==> src/rtl/multdiv_iter.sv <==
// multdiv_iter: iterative multiply/divide unit with a start/busy/ready handshake.
// Multiply uses radix-2 Booth recoding (one step per cycle). Divide uses restoring
// division on operand magnitudes, followed by a sign-fixup cycle.
// Optional feature macro: MULTDIV_UNSIGNED_EN adds the is_unsigned port and an
// unsigned mode. Without it, every operation is signed.
module multdiv_iter #(
  parameter int WIDTH = 32,
  parameter int CNT_W = $clog2(WIDTH + 1)
) (
  input  logic             clock,
  input  logic             reset,
  input  logic             start_mult,
  input  logic             start_div,
  input  logic [WIDTH-1:0] operand_a,
  input  logic [WIDTH-1:0] operand_b,
  input  logic             kill,
`ifdef MULTDIV_UNSIGNED_EN
  input  logic             is_unsigned,
`endif
  output logic             busy,
  output logic             result_rdy,
  output logic [WIDTH-1:0] result,
  output logic             exception
);

  localparam logic [WIDTH-1:0] ZERO_W   = {WIDTH{1'b0}};
  localparam logic [WIDTH-1:0] ONE_W    = {{(WIDTH-1){1'b0}}, 1'b1};
  localparam logic [WIDTH-1:0] MIN_W    = {1'b1, {(WIDTH-1){1'b0}}};
  localparam logic [WIDTH-1:0] ALL1_W   = {WIDTH{1'b1}};
  localparam logic [CNT_W-1:0] CNT_ZERO = {CNT_W{1'b0}};
  localparam logic [CNT_W-1:0] CNT_ONE  = {{(CNT_W-1){1'b0}}, 1'b1};
  localparam logic [CNT_W-1:0] CNT_LAST = CNT_W'(WIDTH - 1);

  typedef enum logic [2:0] {
    ST_IDLE = 3'd0,
    ST_MUL  = 3'd1,
    ST_DIV  = 3'd2,
    ST_FIX  = 3'd3,
    ST_DONE = 3'd4
  } state_t;

  state_t             state_r;
  logic [CNT_W-1:0]   cnt_r;
  // Multiply: upper accumulator (two guard bits so an unsigned multiplicand
  // cannot overflow the add/subtract). Divide: remainder in the low WIDTH bits.
  logic [WIDTH+1:0]   hi_r;
  // Multiply: multiplier being shifted out. Divide: dividend in, quotient out.
  logic [WIDTH-1:0]   lo_r;
  logic               qm1_r;
  logic [WIDTH+1:0]   mcand_r;
  logic [WIDTH-1:0]   dvsr_r;
  logic               bmsb_r;
  logic               is_mul_r;
  logic               sgn_r;
  logic               neg_r;
  logic               exc_r;

  logic               start_sgn_s;
  logic               a_neg_s;
  logic               b_neg_s;
  logic [WIDTH-1:0]   a_mag_s;
  logic [WIDTH-1:0]   b_mag_s;
  logic               start_ovf_s;
  logic [WIDTH+1:0]   booth_sum_s;
  logic [WIDTH:0]     rem_sh_s;
  logic [WIDTH:0]     diff_s;
  logic [WIDTH-1:0]   rem_nxt_s;
  logic [2*WIDTH-1:0] mul_corr_s;
  logic [2*WIDTH-1:0] mul_prod_s;
  logic               mul_exc_s;

`ifdef MULTDIV_UNSIGNED_EN
  assign start_sgn_s = ~is_unsigned;
`else
  assign start_sgn_s = 1'b1;
`endif

  // Operand preparation on the start edge: magnitudes for the divider and
  // detection of the signed MIN / -1 overflow case.
  assign a_neg_s     = start_sgn_s & operand_a[WIDTH-1];
  assign b_neg_s     = start_sgn_s & operand_b[WIDTH-1];
  assign a_mag_s     = a_neg_s ? (~operand_a + ONE_W) : operand_a;
  assign b_mag_s     = b_neg_s ? (~operand_b + ONE_W) : operand_b;
  assign start_ovf_s = start_sgn_s & (operand_a == MIN_W) & (operand_b == ALL1_W);

  // Booth recoding of the current multiplier bit pair selects add, subtract or hold.
  always_comb begin
    booth_sum_s = hi_r;
    case ({lo_r[0], qm1_r})
      2'b01:   booth_sum_s = hi_r + mcand_r;
      2'b10:   booth_sum_s = hi_r - mcand_r;
      default: booth_sum_s = hi_r;
    endcase
  end

  // Restoring divide step: trial subtract of the divisor from the shifted remainder.
  assign rem_sh_s  = {hi_r[WIDTH-1:0], lo_r[WIDTH-1]};
  assign diff_s    = rem_sh_s - {1'b0, dvsr_r};
  assign rem_nxt_s = diff_s[WIDTH] ? rem_sh_s[WIDTH-1:0] : diff_s[WIDTH-1:0];

  // Booth treats the multiplier as signed; in unsigned mode a set MSB means the
  // multiplicand shifted by WIDTH must be added back into the upper half.
  assign mul_corr_s = (!sgn_r && bmsb_r) ? {mcand_r[WIDTH-1:0], ZERO_W} : {(2*WIDTH){1'b0}};
  assign mul_prod_s = {hi_r[WIDTH-1:0], lo_r} + mul_corr_s;
  assign mul_exc_s  = sgn_r ? (mul_prod_s[2*WIDTH-1:WIDTH] != {WIDTH{mul_prod_s[WIDTH-1]}})
                            : (mul_prod_s[2*WIDTH-1:WIDTH] != ZERO_W);

  // Control FSM, datapath registers and registered handshake/result outputs.
  always_ff @(posedge clock) begin
    if (reset) begin
      state_r    <= ST_IDLE;
      cnt_r      <= CNT_ZERO;
      hi_r       <= {(WIDTH+2){1'b0}};
      lo_r       <= ZERO_W;
      qm1_r      <= 1'b0;
      mcand_r    <= {(WIDTH+2){1'b0}};
      dvsr_r     <= ZERO_W;
      bmsb_r     <= 1'b0;
      is_mul_r   <= 1'b0;
      sgn_r      <= 1'b1;
      neg_r      <= 1'b0;
      exc_r      <= 1'b0;
      busy       <= 1'b0;
      result_rdy <= 1'b0;
      result     <= ZERO_W;
      exception  <= 1'b0;
    end else if (kill && (state_r != ST_IDLE)) begin
      state_r    <= ST_IDLE;
      busy       <= 1'b0;
      result_rdy <= 1'b0;
    end else begin
      case (state_r)
        ST_IDLE: begin
          busy       <= 1'b0;
          result_rdy <= 1'b0;
          if (!kill && start_mult) begin
            state_r  <= ST_MUL;
            cnt_r    <= CNT_ZERO;
            hi_r     <= {(WIDTH+2){1'b0}};
            lo_r     <= operand_b;
            qm1_r    <= 1'b0;
            mcand_r  <= start_sgn_s ? {{2{operand_a[WIDTH-1]}}, operand_a} : {2'b00, operand_a};
            bmsb_r   <= operand_b[WIDTH-1];
            is_mul_r <= 1'b1;
            sgn_r    <= start_sgn_s;
          end else if (!kill && start_div) begin
            cnt_r    <= CNT_ZERO;
            hi_r     <= {(WIDTH+2){1'b0}};
            dvsr_r   <= b_mag_s;
            is_mul_r <= 1'b0;
            sgn_r    <= start_sgn_s;
            neg_r    <= a_neg_s ^ b_neg_s;
            if (operand_b == ZERO_W) begin
              state_r <= ST_DONE;
              lo_r    <= ZERO_W;
              exc_r   <= 1'b1;
            end else begin
              state_r <= ST_DIV;
              lo_r    <= a_mag_s;
              exc_r   <= start_ovf_s;
            end
          end else begin
            state_r <= ST_IDLE;
          end
        end
        ST_MUL: begin
          busy       <= 1'b1;
          result_rdy <= 1'b0;
          hi_r       <= {booth_sum_s[WIDTH+1], booth_sum_s[WIDTH+1:1]};
          lo_r       <= {booth_sum_s[0], lo_r[WIDTH-1:1]};
          qm1_r      <= lo_r[0];
          if (cnt_r == CNT_LAST) begin
            state_r <= ST_DONE;
          end else begin
            cnt_r <= cnt_r + CNT_ONE;
          end
        end
        ST_DIV: begin
          busy       <= 1'b1;
          result_rdy <= 1'b0;
          hi_r       <= {2'b00, rem_nxt_s};
          lo_r       <= {lo_r[WIDTH-2:0], ~diff_s[WIDTH]};
          if (cnt_r == CNT_LAST) begin
            state_r <= ST_FIX;
          end else begin
            cnt_r <= cnt_r + CNT_ONE;
          end
        end
        ST_FIX: begin
          busy       <= 1'b1;
          result_rdy <= 1'b0;
          state_r    <= ST_DONE;
          if (neg_r && sgn_r) begin
            lo_r <= ~lo_r + ONE_W;
          end else begin
            lo_r <= lo_r;
          end
        end
        ST_DONE: begin
          busy       <= 1'b1;
          result_rdy <= 1'b1;
          state_r    <= ST_IDLE;
          result     <= is_mul_r ? mul_prod_s[WIDTH-1:0] : lo_r;
          exception  <= is_mul_r ? mul_exc_s : exc_r;
        end
        default: begin
          state_r    <= ST_IDLE;
          busy       <= 1'b0;
          result_rdy <= 1'b0;
        end
      endcase
    end
  end

endmodule

==> config.mk <==
export PLATFORM = sky130hd
export DESIGN_NAME = multdiv_iter
export DESIGN_NICKNAME = d
export VERILOG_FILES = /design/src/rtl/multdiv_iter.sv
export SDC_FILE = /design/constraint.sdc
export NUM_CORES = 1
export LEC_CHECK = 0
export ABC_AREA = 1
export CORE_MARGIN = 2
export CORE_UTILIZATION = 55
export DETAILED_ROUTE_END_ITERATION = 7
export PLACE_DENSITY = 0.75
export SLEW_MARGIN = 20
export SYNTH_ARGS = -nofsm -noshare
export SYNTH_HDL_FRONTEND = slang
export SYNTH_SLANG_ARGS = --single-unit
==> constraint.sdc <==
create_clock -name clock -period 9.25 [get_ports clock]
set_input_delay 1.3875 -clock clock [delete_from_list [all_inputs] [get_ports clock]]
set_output_delay 1.3875 -clock clock [all_outputs]
set_load 0.1 [all_outputs]
* Word level (Yosys, flattened, before mapping)
Cells that the tools add are included.
** Storage, ports and cells
- Register bits after elaboration :: 180
- Input port bits :: 69
- Output and inout port bits :: 35
- Logic and storage cells :: 111
** Operators by class
- $add $sub $neg :: 8
- Eq/ne operators :: 16
- Multiplexer cells :: 35
- Bitwise logic cells :: 8
- Reductions and logical operators :: 28
** Operators by type and width (count)
- 2-to-1 mux 32 bit :: 8
- case mux 32 bit (4 select lines) :: 1
- case mux 34 bit (3 select lines) :: 1
- adder 32 x 1 -> 32 bit (second input constant) :: 3
- NOT 32 bit :: 3
- 2-to-1 mux 34 bit :: 2
- case mux 34 bit (2 select lines) :: 1
- adder 64 bit :: 1
- == test 32 bit (second input constant) :: 2
- 2-to-1 mux 64 bit :: 1
- adder 34 bit :: 1
- subtractor 34 bit :: 1
- subtractor 33 x 32 -> 33 bit :: 1
- logical NOT 32 bit :: 1
- inequality test 32 bit :: 1
- nonzero test 32 bit :: 1
- 2-to-1 mux 6 bit :: 3
- 2-to-1 mux 3 bit :: 5
- case mux 3 bit (4 select lines) :: 1
- case mux 6 bit (2 select lines) :: 1
- AND reduction 3 bit :: 4
- AND reduction 4 bit :: 3
- 2-to-1 mux 1 bit :: 10
- inequality test 2 bit (second input constant) :: 5
- 21 further kinds :: 34

* Depth between registers and ports, before layout
- Word-level depth :: 7
- Mapped depth :: 26
- Gate-level depth less buffers :: 26

* Worst setup path before layout
Ideal clock, no wire load.
- Path kind :: register -> register
- Start :: register mcand_r[0]
- End :: register hi_r[32]
- Data arrival time :: 2.966 ns
- Path slack :: 6.172 ns
- Stages on the path, launching flop included :: 26
- Path buffers :: 0
- Period minus slack after synthesis :: 3.078 ns
- Cells stage by stage :: dfxtp_1 inv_1 ha_1 nand3_1 nor3_2 nand4_1 nor2_1 inv_1 o31ai_1 nand2_1 xnor2_1 ha_1 a21oi_1 o21ai_0 nand2_1 nand2_1 a21oi_1 nand2_1 nand2_1 nand2_1 nand2_1 nand2_1 nand2_1 nand2_1 nand2_1 nor2_1
** Between the ends
- Word-level cells in the longest chain between the ends :: 3
- Elaborated cells between the ends (all ways) :: 4
- Classes of those cells :: add/sub: 2; mux: 2
** RTL lines
- start: declaration :: RTL line 50 : logic [WIDTH+1:0] mcand_r;
- start signal: assignment :: RTL line 116 : mcand_r <= {(WIDTH+2){1'b0}};
- start signal: assignment :: RTL line 142 : mcand_r <= start_sgn_s ? {{2{operand_a[WIDTH-1]}}, operand_a} : {2'b00, operand_a};
- subtractor 34 bit or adder 34 bit (tied branches) :: RTL line 91, 90
- case mux 34 bit (2 select lines) (*) :: RTL line 89 : case ({lo_r[0], qm1_r})
- case mux 34 bit (3 select lines) (*) :: RTL line 132 : case (state_r)
- end signal: assignment :: RTL line 113 : hi_r <= {(WIDTH+2){1'b0}};
- end signal: assignment :: RTL line 139 : hi_r <= {(WIDTH+2){1'b0}};
- end signal: assignment :: RTL line 148 : hi_r <= {(WIDTH+2){1'b0}};
- end: declaration :: RTL line 46 : logic [WIDTH+1:0] hi_r;
Every way passes the cells marked *; elsewhere a longest branch is shown, timed or not.
A chain may end at the register's enable or synchronous reset.

* Worst setup path in the final report
- Start :: input port kill
- End :: register lo_r[1]
** Between the ends
- Word-level cells in the longest chain between the ends :: 4
- Elaborated cells between the ends (all ways) :: 9
- Classes of those cells :: eq/ne: 1; mux: 2; bitwise: 1; reduce/logical: 5
** RTL lines
- start: declaration :: RTL line 16 : input logic kill,
- logical NOT 1 bit :: RTL line 136, 146
- logical AND 1 bit, on equally long branches :: RTL line 136, 146
- inequality test 3 bit (no line) or 2-to-1 mux 32 bit (tied branches)
- AND reduction 4 bit (no line) or case mux 32 bit (4 select lines) (tied branches)
- end signal: assignment :: RTL line 140 : lo_r <= operand_b;
- end signal: assignment :: RTL line 159 : lo_r <= a_mag_s;
- end signal: assignment :: RTL line 170 : lo_r <= {booth_sum_s[0], lo_r[WIDTH-1:1]};
- end: declaration :: RTL line 48 : logic [WIDTH-1:0] lo_r;
Several ways; a longest one is shown, not always the timed one.

==> metrics.txt <==
die width=173.9 um; TritonCTS clock tree=built; Switching Share=54.82%; Clock Tree Buf Depth=2; Switch Pwr=2.615 mW; Total Wirelength=58,550 um; metal2 WL=26,850 um; Yosys reg bits=177; largest net degree at the start of global routing=125; area of the multi-input gates=10,590 um2; overall power=4.770 mW; first-pass GRT wire length=between 90,000 and 100,000 um; DR top layer=met4; Root Buffer=clkbuf_16; Unique masters post-synth=55; Internal Power=2.155 mW; setup repair after global routing missed its margin=false; syn_nets=approximately 2.8k; Flop pwr share=22.7%; Nets=2,840; clock buffer count from CTS=17; Commonest cells post-synth=570 x nand2_1, 334 x inv_1, 327 x a21oi_1; CTS-repair resized insts=0; Max stage delay cell, worst path=nor3_4; Setup CP Type=input pin to flip-flop; syn avg cell area=5.960 um2; EDFF count, synth=0; DR iter-0 viols=around 2.0k; outcome=complete, no violations; Worst-Margin Slew=1.091 ns; post-synth top area cell=dfxtp_1; CP startpoint kind=input pin; H-tree depth=4; routability cong.=around 1.0; Worst-path clk slew=0.08 ns; Final Critical Period=4.226 ns; Largest stage delay, worst path=0.71 ns; Ant. Diodes=0; Lkg Pwr=approximately 7.9 nW; Comb pwr share=around 62%; post-route DRC violation count=0; instance count on the critical path=11; gr usage total=approximately two fifths; VDD IR-drop max=0.1574 mV; worst skew pair latency=0.47 ns; drt wl/cell=18.92 um; Mapped Area=around 16,000 um2; setup TNS=0 ns; Post-synth ARST share=0%; die area=30,250 um2; Tcrit/Tclk final=45.69%; Hold Path Origin=cnt_r[2]; core area=28,550 um2; Buffers on Ports=103; power per cell area=approximately 270 nW/um2; die height=between 150 and 200 um; most used cell, CP=a21oi_1; Gate Count Post-Synth=2,665; Crit path required time=slightly below 10 ns; Worst Hold Depth=2; row count=62; I/O pins=104; drt first pass iters=6; Hold Path Class=flip-flop to flip-flop; main flop type after synthesis=dfxtp_1; Layout Skew=0.01569 ns; FF-to-FF path depth=20; MaxCap Viol Count=0; Reg area=around 3500 um2; reg-to-reg endpoint=hi_r[28]; post-route ant nets=0; post-CTS setup buffer count=0; Worst Path Arrival=4.62 ns; starting density of the core=55.64%; hold_buf cts=0; top post-synthesis cells by area=dfxtp_1 22%, nand2_1 13%, a21oi_1 10%, inv_1 7.9%, o21ai_0 7.4%; Clock power frac=around 15%; met1 wire length=23,360 um; CP Buf/Inv Count=4; vias in the first global route=17.35k; Synth-to-Final Area Change=11.15%; clk sinks=177; critical path endpoint category=flip-flop; Setup-failing EPs final=0; Final Hold Vio Count=0; layout cell share with drive strength beyond 1=between 3 and 4%; Via-to-Cell Ratio=5.959; Vias=around 18k; share of the synthesized area in the top cell type=22.31%; Crit path max-delay family=buffers and inverters; Hold Crit Endpoint=cnt_r[2]; Max-slew headroom=roughly 27%; Fillers=2,885; met3 routed WL=around 4100 um; CP Cell Sequence=clkdlybuf4s50_1 -> nor2_1 -> buf_4 -> inv_1 -> nand3_1 -> o21ai_2 -> nor3_4 -> inv_2 -> a21oi_1 -> nand2_1 -> a21oi_1; Fmax=around 0.24 GHz; sequential area share after synthesis=between 20% and 30%; count leader, synth=nand2_1; Crit Reg-Reg Startpoint=mcand_r[0]; hpwl dp=45,010 um; global route total overflow=0; Ys Warns=0; antenna violations before repair=0; final-report max-slew violation count=0; Worst R2R Setup Slack=5.25 ns; crit-path max FO=42
[cells by family after synthesis]
group           count (synthesis)  synth area share, %
buf+inv                       450                11.14
simple gates                 1183                31.72
flops                         177                22.31
fa+ha+maj                      74                5.924
xor+xnor                       92                5.073
compound gates                689                23.83
[worst min-delay path: stages (launching register included)]
cell and delay (ns):
dfxtp_1 0.33, inv_1 0.05, a211oi_1 0.06
[registers in the layout (all words and copies together), names as in the netlist, 3 cells and up]
signal,flops
hi_r,33
dvsr_r,32
lo_r,32
mcand_r,32
result,32
cnt_r,6
state_r,3
[worst max-delay path by stage]
| stage | start | to | slack, ns |
|---|---|---|---|
| after detailed placement | start_mult | lo_r[7] | 4.65 |
| after CTS | start_mult | lo_r[7] | 5.13 |
| final | kill | lo_r[1] | 5.02 |
| after floorplan | mcand_r[0] | hi_r[32] | 6.17 |
| after global routing | start_mult | lo_r[28] | 4.75 |
| after global placement | start_mult | lo_r[7] | 4.76 |
[metrics by stage]
step / utilization, % / instances / setup WS (ns) / hold slack, ns / cell area, um2
global placement: 59.66 / 3060 / 4.759 / 0.4618 / 17030
CTS: 61.65 / 3092 / 5.130 / 0.4844 / 17600
global route: 61.84 / 3094 / 4.745 / 0.5050 / 17650
finish: 61.84 / 3094 / 5.024 / 0.4837 / 17650
detailed placement: 59.66 / 3060 / 4.648 / 0.4740 / 17030
floorplan: - / 2665 / 6.172 / 0.4403 / 15880
[routing by layer]
| metal | vias up | global-route usage (%) |
|---|---|---|
| li1 | 8970 | - |
| met1 | 8355 | 45.97 |
| met2 | 887 | 63.31 |
| met3 | 226 | 5.752 |
| met4 | 0 | 25.70 |
| met5 | - | 0 |
[cells in the final DEF, fill, tap and decap left out, types with 8 or more instances in the layout]
cell             instances
inv_2                   11
xnor2_1                 34
nor4_1                  20
nor3_1                  37
clkdlybuf4s50_1        102
inv_1                  333
o21ai_1                 13
o21ai_0                236
o21bai_1                11
o211ai_1                29
ha_1                    72
nand2_1                570
nor2_1                 281
clkbuf_16               17
nand4_1                 40
nand3b_1                 8
a221oi_1                22
a21oi_1                327
xor2_1                  58
buf_4                   12
o31ai_1                  8
dfxtp_1                177
nand3_1                195
[power by group through the flow]
stage	Combinational (mW)	Sequential [mW]	Clock, mW
3_3_place_gp	2.83	1.09	0
2_1_floorplan	2.16	1.05	0
6_report	2.96	1.08	0.733
4_1_cts	2.89	1.07	0.742
5_1_grt	3.30	1.09	0.762
3_5_place_dp	2.88	1.09	0
[area by class of cell]
| type | instances | area share (%) |
|---|---|---|
| Clock buffer | 17 | 2.410 |
| Clock inverter | 15 | 0.7938 |
| Inverter | 346 | 7.371 |
| Multi-Input combinational cell | 2038 | 60.00 |
| Sequential cell | 177 | 20.07 |
| Tap cell | 384 | 2.722 |
| Timing Repair Buffer | 117 | 6.634 |
(Power assumes the default switching activity.)
